==> src/rtl/piso_tx_scheduler.sv <==
// Round-robin scheduler sharing one WIDTH-bit PISO among NUM_REQ requesters (one load + WIDTH shifts per frame).
// Define PISO_TX_SCHED_GAP_EN to insert one GAP cycle after each frame; arbitration then happens in GAP.
module piso_tx_scheduler #(
  parameter int NUM_REQ = 4,
  parameter int WIDTH   = 4,
  parameter int GID_W   = 2
) (
  input  logic                     clk,
  input  logic                     rst,
  // Handshake: req[i] is a level held until ack[i] pulses for one cycle; req_data slice i is
  // captured on that same edge, so the requester may drop req or change data from the next cycle.
  input  logic [NUM_REQ-1:0]       req,
  input  logic [NUM_REQ*WIDTH-1:0] req_data,
  output logic [NUM_REQ-1:0]       ack,
  output logic                     shift_or_loadbar,
  output logic [WIDTH-1:0]         par_data,
  output logic                     ser_valid,
  output logic                     frame_done,
  output logic                     busy,
  output logic [GID_W-1:0]         grant_id
);
  localparam int CNT_W = $clog2(WIDTH);
  localparam logic [CNT_W-1:0] LAST_CNT = CNT_W'(WIDTH - 1);
  localparam logic [GID_W-1:0] LAST_ID  = GID_W'(NUM_REQ - 1);

  typedef enum logic [1:0] {IDLE = 2'd0, LOAD = 2'd1, SHIFT = 2'd2, GAP = 2'd3} state_t;

  state_t           state_q, state_d;
  logic [CNT_W-1:0] cnt_q, cnt_d;
  logic [GID_W-1:0] ptr_q, winner, idx;
  logic [WIDTH-1:0] words [NUM_REQ];
  logic             last_bit, arb_en, any_req, grant;

  always_comb begin
    for (int i = 0; i < NUM_REQ; i++) words[i] = req_data[i*WIDTH +: WIDTH];
  end

  // Search starts at ptr_q and wraps, so the requester served last is searched last.
  always_comb begin
    any_req = 1'b0;
    winner  = '0;
    idx     = '0;
    for (int k = 0; k < NUM_REQ; k++) begin
      idx = GID_W'((int'(ptr_q) + k) % NUM_REQ);
      if (!any_req && req[idx]) begin
        any_req = 1'b1;
        winner  = idx;
      end
    end
  end

  assign last_bit = (state_q == SHIFT) && (cnt_q == LAST_CNT);
`ifdef PISO_TX_SCHED_GAP_EN
  assign arb_en = (state_q == IDLE) || (state_q == GAP);
`else
  assign arb_en = (state_q == IDLE) || last_bit;
`endif
  assign grant = arb_en && any_req && !rst;

  always_comb begin
    state_d          = state_q;
    cnt_d            = cnt_q;
    ack              = '0;
    shift_or_loadbar = 1'b1;
    ser_valid        = 1'b0;
    frame_done       = 1'b0;
    busy             = 1'b1;
    if (grant) ack[winner] = 1'b1;
    case (state_q)
      IDLE: begin
        busy = 1'b0;
        if (grant) state_d = LOAD;
      end
      LOAD: begin
        shift_or_loadbar = 1'b0;
        state_d          = SHIFT;
        cnt_d            = '0;
      end
      SHIFT: begin
        ser_valid = 1'b1;
        cnt_d     = cnt_q + CNT_W'(1);
        if (last_bit) begin
          // A reset landing on the last bit aborts the frame, so no completion is reported.
          frame_done = !rst;
`ifdef PISO_TX_SCHED_GAP_EN
          state_d = GAP;
`else
          state_d = grant ? LOAD : IDLE;
`endif
        end
      end
      GAP: state_d = grant ? LOAD : IDLE;
      default: state_d = IDLE;
    endcase
  end

  always_ff @(posedge clk) begin
    if (rst) begin
      state_q  <= IDLE;
      cnt_q    <= '0;
      ptr_q    <= '0;
      par_data <= '0;
      grant_id <= '0;
    end else begin
      state_q <= state_d;
      cnt_q   <= cnt_d;
      if (grant) begin
        par_data <= words[winner];
        grant_id <= winner;
        ptr_q    <= (winner == LAST_ID) ? '0 : winner + GID_W'(1);
      end
    end
  end
endmodule

==> config.mk <==
export PLATFORM = sky130hd
export DESIGN_NAME = piso_tx_scheduler
export DESIGN_NICKNAME = d
export VERILOG_FILES = /design/src/rtl/piso_tx_scheduler.sv
export SDC_FILE = /design/constraint.sdc
export NUM_CORES = 1
export LEC_CHECK = 0
export ABC_AREA = 1
export CAP_MARGIN = 0
export CORE_ASPECT_RATIO = 1.2
export CORE_MARGIN = 10
export CORE_UTILIZATION = 41
export DETAILED_ROUTE_END_ITERATION = 12
export HOLD_SLACK_MARGIN = 0.03
export PLACE_DENSITY = 0.75
export SETUP_SLACK_MARGIN = 0.1
export SLEW_MARGIN = 40
export SYNTH_ARGS = -nofsm -noshare
export SYNTH_HDL_FRONTEND = slang
export SYNTH_SLANG_ARGS = --single-unit
==> constraint.sdc <==
create_clock -name clk -period 1.7 [get_ports clk]
set_input_delay 0.34 -clock clk [delete_from_list [all_inputs] [get_ports clk]]
set_output_delay 0.34 -clock clk [all_outputs]
set_load 0.005 [all_outputs]
==> key figures, run 1 <==
Floorplan
  – Initial Util: around 43%
  – Core Area: 2580 µm²
  – Die Area: about 5200 µm²
  – Chip width: between 60 and 70 µm
  – Core Rows: 20
  – I/O pin count: 36
  – Die Height: a little under 80 µm

CTS
  – CTS tree: yes
  – Clk slew on worst S/H paths: 0.07 ns
  – Root Buffer: clkbuf_4
  – Clock latency on the worst-skew pair: ~0.28 ns
  – Total CTS buffers: 3
  – Worst-case clock buffer depth: 2
  – # H-tree levels: 1
  – Clock sinks: 12

STA
  – Number of hold violations in the final report: 0
  – Slew @ Worst Pin: roughly 0.27 ns
  – Fin worst setup slack: -0.570 ns
  – Unrepaired setup endpoints after global routing: yes
  – FMAX: approximately 0.44 GHz
  – Finish-stage setup viols: 14
  – Tcrit/Tclk final: 134%
  – Worst Skew: around 0.0014 ns
  – Fin. max-slew vios: 0
  – Rel. slew slack: a little over 80%
  – Min cycle time layout: 2.27 ns

Synth
  – Post-Syn Instances: ~180
  – Count of different cell masters after synthesis: 20
  – Syn Area/Cell: roughly 6.3 µm²
  – Top-area cell type share of the netlist area: 22.1%
  – Register area share after synthesis: 21.5%
  – Syn Std Cell Area: about 1100 µm²
  – Ys async rst share: 0%
  – Largest cells by area after synthesis: nand2_1 22%, dfxtp_1 21%, ha_1 10%
  – Synthesis-stage register bit count: 12
  – Post-Syn Nets: approximately 210
  – Top_reg_cell synth: dfxtp_1
  – Warnings from Yosys: 0
  – Cell taking the most area after synthesis: nand2_1
  – Post-synth EDFFs: 0

Setup path
  – Reg2reg path depth: 17
  – Arrival time worst endpoint: between 1.5 and 2 ns
  – Worst Setup SP: ptr_q[0]$_SDFFE_PP0P_
  – Reg2reg setup slack: -0.36 ns
  – Worst Setup Start Kind: register
  – WP data required: ~1.4 ns
  – Crit path capture type: output pin
  – FF-to-FF Start: ptr_q[0]$_SDFFE_PP0P_
  – Path type of the worst setup path: reg -> out
  – Critical Path Fanout Max: 6
  – Reg2reg end: par_data[2]$_SDFFE_PP0P_

GRT
  – Largest net degree at the start of global routing: 10
  – Met1 Usage GRT: roughly 16%
  – Met2 usage: about a quarter
  – Vias in the first global route: between 1000 and 1500
  – Total track usage: between 10% and 20%
  – Global route hottest layer: met2
  – First-pass GRT wire length: roughly 6.3 mm
  – Met3 usage: between 2 and 3%
  – Grt total ovfl: 0
  – Initial antenna violation count: 0

Routing
  – WL/cell: 14.5 µm
  – Via-to-Cell Ratio: roughly 5
  – Vias post-DR: around 1400
  – Iteration-0 DRC count of the detailed router: between 100 and 150
  – Antenna violation net count after detailed routing: 0
  – Routed WL: 4.17 mm
  – DRC Markers: 0
  – DRT Pass-1 Iters: 4

Outcome
  – Failing checks: setup timing
  – Outcome: finished with violations

Placement
  – GPL Wtd Cong: around 0.84
  – Placed Cells incl. Taps: between 200 and 300
  – # port buffers: 35
  – Post-DP HPWL: 2.74 mm

Power
  – Clock power share: between 4 and 5%
  – Maximum vdd drop: between 0.0015 and 0.002 V
  – Comb power frac: 84.8%
  – Internal power: approximately 2600 µW
  – Sw Share: between 40 and 50%
  – Pwr/cell area: approximately 2400 nW/µm²
  – Seq pwr share: about a tenth
  – Static Leak: 0.00108 µW
  – Net Switching: ~2500 µW

Worst hold path
  – Min-delay worst type: reg -> reg
  – Worst Hold End: par_data[3]$_SDFFE_PP0P_
  – Min-delay src: par_data[3]$_SDFFE_PP0P_
  – Hold path depth: 2

Run
  – MaxCap Viol Count: 0

Layout
  – # fillers: 140
  – Area delta synth->final: 89.5%
  – Most common cell after layout, fill and taps aside: nand2_1
  – Multi-input gate area: between 1000 and 1500 µm²
  – Nets@finish: 286
  – Most frequent cells in the layout: 49 x nand2_1, 29 x buf_4, 23 x clkdlybuf4s50_1
  – Fraction of final layout cells sized beyond drive strength 1: about half
  – Diode count: 0
  – Reg area: around 250 µm²
  – Fin cells: ~290
  – Layout Utilization: between 80% and 90%
[cell usage after synthesis (3+ instances only)]
cell	n
buf_6	3
nand2_2	8
nor2_1	11
inv_2	4
nand2_1	66
ha_1	9
a21oi_1	7
o21ai_0	4
nand2_4	4
dfxtp_1	12
nand3_1	16
inv_1	23
[how the worst max path moves through the flow]
stage	endpoint	slack, ns	cells after the start
global placement	ack[0]	-0.95	14
detailed placement	ack[2]	-1.02	14
finish	ack[2]	-0.57	14
CTS	ack[0]	-0.55	13
floorplan	ack[3]	-0.06	13
global route	ack[1]	-0.66	14
[state kept, by name, indices dropped and copies added (netlist names)]
register / cells
par_data: 4
cnt_q: 2
grant_id: 2
ptr_q: 2
state_q: 2
[routing by layer]
metal / vias up / wire [µm]
met1: 689 / 1610
met5: - / 0
li1: 702 / -
met4: 0 / 153
met2: 33 / 2220
met3: 16 / 194
[kinds of logic (layout without fill, tap and decap cells)]
family / count (synthesis) / after routing / synth area share, %
flip-flops: 12 / 12 / 21.5
AO/OA/AOI/OAI: 15 / 15 / 7.26
adder cells (fa/ha/maj): 9 / 9 / 10.1
AND/OR/NAND/NOR: 112 / 112 / 49.2
buffers and inverters: 30 / 106 / 12.1
[stage by stage]
step	hold slack [ns]	instance area (µm²)	setup slack, ns	setup TNS (ns)	power (µW)
after floorplan	0.402	1220	-0.0566	-0.204	2570
after global placement	0.451	1800	-0.950	-9.01	3680
after detailed placement	0.470	1800	-1.02	-9.79	3800
after CTS	0.481	1980	-0.553	-4.69	4470
after global routing	0.498	2120	-0.658	-6.51	5380
final	0.478	2120	-0.570	-5.15	5020
[power by group through the flow]
stage / logic [µW] / clock network [µW] / registers (µW)
2_1_floorplan: 2080 / 0 / 485
3_3_place_gp: 3200 / 0 / 484
3_5_place_dp: 3310 / 0 / 489
4_1_cts: 3730 / 231 / 504
5_1_grt: 4590 / 242 / 546
6_report: 4260 / 227 / 533
[cell type report]
cell class                 instances  share of cell area [%]
multi-input combinational        136                    47.2
timing repair buffer              75                    31.7
sequential                        12                    11.8
inverter                          27                    5.60
tap                               33                    1.95
clock buffer                       4                    1.71
[timing repair]
action                     in CTS  in global routing
gates resized for setup        63                 33
pin swaps                      15                  6
hold buffers                    0                  0
gates cloned                    0                  0
setup endpoints to repair      18                 18
buffers inserted                9                  4
[critical path, cell delays in order, from the launching register on]
cell and delay (ns):
dfxtp_4 0.40, buf_12 0.14, nand2_4 0.07, nand3_4 0.07, nand2_4 0.08, nor2_8 0.15
nand3_2 0.09, nand3_2 0.08, nand2_4 0.08, inv_4 0.08, buf_6 0.10, ha_4 0.12
inv_2 0.03, nor2_2 0.06, buf_2 0.11
(Power assumes the default switching activity.)
==> run 2: changes to the inputs <==
- GPL_TIMING_DRIVEN: default -> 0
==> run 2 against run 1 <==
The flow still finishes with violations (setup timing). Wire length down 1.8%. Total power grew 0.82%. Clock power decreased by 23%. Combinational power is 2% higher. Non-clock buffer count decreased by 13. Maximum frequency is 1.6% lower. Worst hold slack worse by 0.016 ns. Critical path depth rose by 1. Critical path type unchanged.
==> key figures, run 2 (synthesis results as in run 1) <==
Outcome
  – Outcome: finished with violations
  – Failing checks: setup timing

GRT
  – Initial antenna violation count: 0 (unchanged)
  – Largest net degree at the start of global routing: 11 (+1)
  – Grt total ovfl: 0 (unchanged)
  – First-pass GRT wire length: 6.11 mm (-3.4%)
  – Vias in the first global route: 1402 (-1.8%)
  – Total track usage: 14.5% (-0.089 points)

CTS
  – Clk slew on worst S/H paths: 0.07 ns (about the same)
  – Clock sinks: 12 (unchanged)
  – Worst-case clock buffer depth: 2 (unchanged)
  – CTS tree: yes
  – Total CTS buffers: 3 (unchanged)
  – Clock latency on the worst-skew pair: 0.28 ns (about the same)
  – Root Buffer: clkbuf_4
  – # H-tree levels: 1 (unchanged)

Routing
  – Vias post-DR: 1389 (-3.5%)
  – Antenna violation net count after detailed routing: 0 (unchanged)
  – WL/cell: 15.0 µm (+3.3%)
  – DRC Markers: 0 (unchanged)
  – DRT Pass-1 Iters: 4 (unchanged)
  – Routed WL: 4.10 mm (-1.8%)
  – Via-to-Cell Ratio: 5.09 (+1.4%)
  – Iteration-0 DRC count of the detailed router: 76 (-40%)

Floorplan
  – Core Rows: 20 (unchanged)
  – Die Area: 5230 µm² (unchanged)
  – Core Area: 2580 µm² (unchanged)
  – I/O pin count: 36 (unchanged)
  – Chip width: 67.7 µm (unchanged)
  – Initial Util: 43.4% (unchanged)
  – Die Height: 77.3 µm (unchanged)

Run
  – MaxCap Viol Count: 0 (unchanged)

Layout
  – Fin area: 2050 µm² (-3.6%)
  – Nets@finish: 273 (-4.5%)
  – Fraction of final layout cells sized beyond drive strength 1: 52.1% (+2.5 points)
  – Area delta synth->final: 82.7%
  – Biggest register: par_data
  – Diode count: 0 (unchanged)
  – Max FFs per register: 4 (unchanged)
  – Most common cell after layout, fill and taps aside: nand2_1
  – Most frequent cells in the layout: 46 x nand2_1, 22 x clkdlybuf4s50_1, 21 x nand2_2
  – # fillers: 166 (+19%)

Power
  – Pwr/cell area: 2470 nW/µm² (+4.6%)
  – Maximum vdd drop: 0.00161 V (+4.1%)
  – Static Leak: 0.00101 µW (-6.3%)

Setup path
  – Arrival time worst endpoint: 1.97 ns (+0.04 ns)
  – Worst Setup Start Kind: register
  – Reg2reg setup slack: -0.34 ns (+0.02 ns)
  – WP data required: 1.36 ns (about the same)
  – Reg2reg end: par_data[3]$_SDFFE_PP0P_
  – Crit path capture type: output pin
  – Critical Path End: ack[2]
  – FF-to-FF Start: ptr_q[0]$_SDFFE_PP0P_
  – Reg2reg path depth: 16 (-1)
  – Worst Setup SP: ptr_q[0]$_SDFFE_PP0P_
  – Critical Path Fanout Max: 5 (-1)
  – Path type of the worst setup path: reg -> out

Worst hold path
  – Min-delay worst type: reg -> reg

STA
  – Fin. max-slew vios: 0 (unchanged)
  – Slew @ Worst Pin: 0.426 ns (+0.156 ns)
  – Worst Skew: 0.00565 ns (+0.00423 ns)
  – Min cycle time layout: 2.31 ns (+0.0363 ns)
  – Fin worst setup slack: -0.606 ns (-0.0363 ns)
  – Unrepaired setup endpoints after global routing: yes
  – Tcrit/Tclk final: 136% (+2.1 points)
  – Number of hold violations in the final report: 0 (unchanged)
  – Rel. slew slack: 71.6% (-10 points)
  – Min Hold Slack: 0.462 ns (-0.0163 ns)
  – FMAX: 0.434 GHz (-1.6%)
  – Finish-stage setup viols: 14 (unchanged)

Placement
  – Post-Place Worst Slack: -1.08 ns (-0.0664 ns)
  – GPL Wtd Cong: 0.869 (+3.1%)
  – Post-DP HPWL: 2.63 mm (-4.2%)
  – # port buffers: 35 (unchanged)
  – Placed Area: 1610 µm² (-10%)
[run 2: cell count changes in the layout (fill, tap and decap cells not counted), moves of 3 or more]
cell,before,now
buf_4,29,17
buf_6,8,5
inv_2,11,14
nand2_1,49,46
nand2_2,14,21
nand2_4,14,10
o21ai_1,5,2
o21ai_2,1,4
[run 2: through the flow]
step                power, µW  std cells  utilization (%)  setup TNS [ns]
floorplan                2570        178                -          -0.204
global placement         3240        246             62.6           -7.16
detailed placement       3340        246             62.6           -8.11
CTS                      4430        262             73.7           -2.97
global route             5460        273             79.4           -5.92
finish                   5060        273             79.4           -4.43
[run 2: worst min-delay path by stage]
stage | from | end | slack [ns] | depth (start not counted)
2_1_floorplan | rst | ptr_q[0]$_SDFFE_PP0P_ | 0.40 | 1
3_3_place_gp | cnt_q[1]$_SDFFE_PP0P_ | cnt_q[1]$_SDFFE_PP0P_ | 0.46 | 2
3_5_place_dp | par_data[3]$_SDFFE_PP0P_ | par_data[3]$_SDFFE_PP0P_ | 0.47 | 2
4_1_cts | rst | ptr_q[0]$_SDFFE_PP0P_ | 0.45 | 2
5_1_grt | rst | ptr_q[0]$_SDFFE_PP0P_ | 0.47 | 2
6_report | cnt_q[0]$_SDFFE_PP0P_ | cnt_q[0]$_SDFFE_PP0P_ | 0.46 | 1
[run 2: power by group]
group | switching, µW | internal, µW
Clock | 92.7 | 82.2
Sequential | 117 | 422
Combinational | 2330 | 2010
[run 2: what timing repair did]
action                                  CTS  global route
buffers inserted                         12            12
hold buffers                              0             0
endpoints found under the setup margin   18            17
cloned                                    1             0
pin swaps                                14             9
resized for setup                        75            26
[run 2: area by class of cell]
| cell class | count | area, µm² | share of cell area [%] |
|---|---|---|---|
| multi-input cells | 136 | 1020 | 49.7 |
| repair buffers | 59 | 553 | 27.0 |
| flip-flops and latches | 12 | 251 | 12.3 |
| inverters | 27 | 119 | 5.81 |
| plain buffers | 3 | 41.3 | 2.02 |
| well taps | 33 | 41.3 | 2.02 |
| clock buffers | 3 | 22.5 | 1.10 |
[run 2: per-layer routing]
layer / vias up / wire length [µm] / track usage [%]
met5: - / 0 / 0
met1: 661 / 1460 / 13.8
li1: 682 / - / -
met3: 11 / 152 / 4.36
met4: 0 / 112 / 8.02
met2: 35 / 2370 / 26.0
[run 2: critical path, stage by stage (launching register included)]
cell	delay, ns
dfxtp_4	0.38
buf_8	0.14
nand2_4	0.06
nand2_4	0.07
nand2_4	0.09
nand2_4	0.06
nor2_8	0.12
nand3_2	0.08
nand3_2	0.08
nand2_4	0.08
inv_4	0.08
buf_12	0.10
ha_4	0.12
inv_2	0.03
nor2_2	0.06
buf_2	0.11
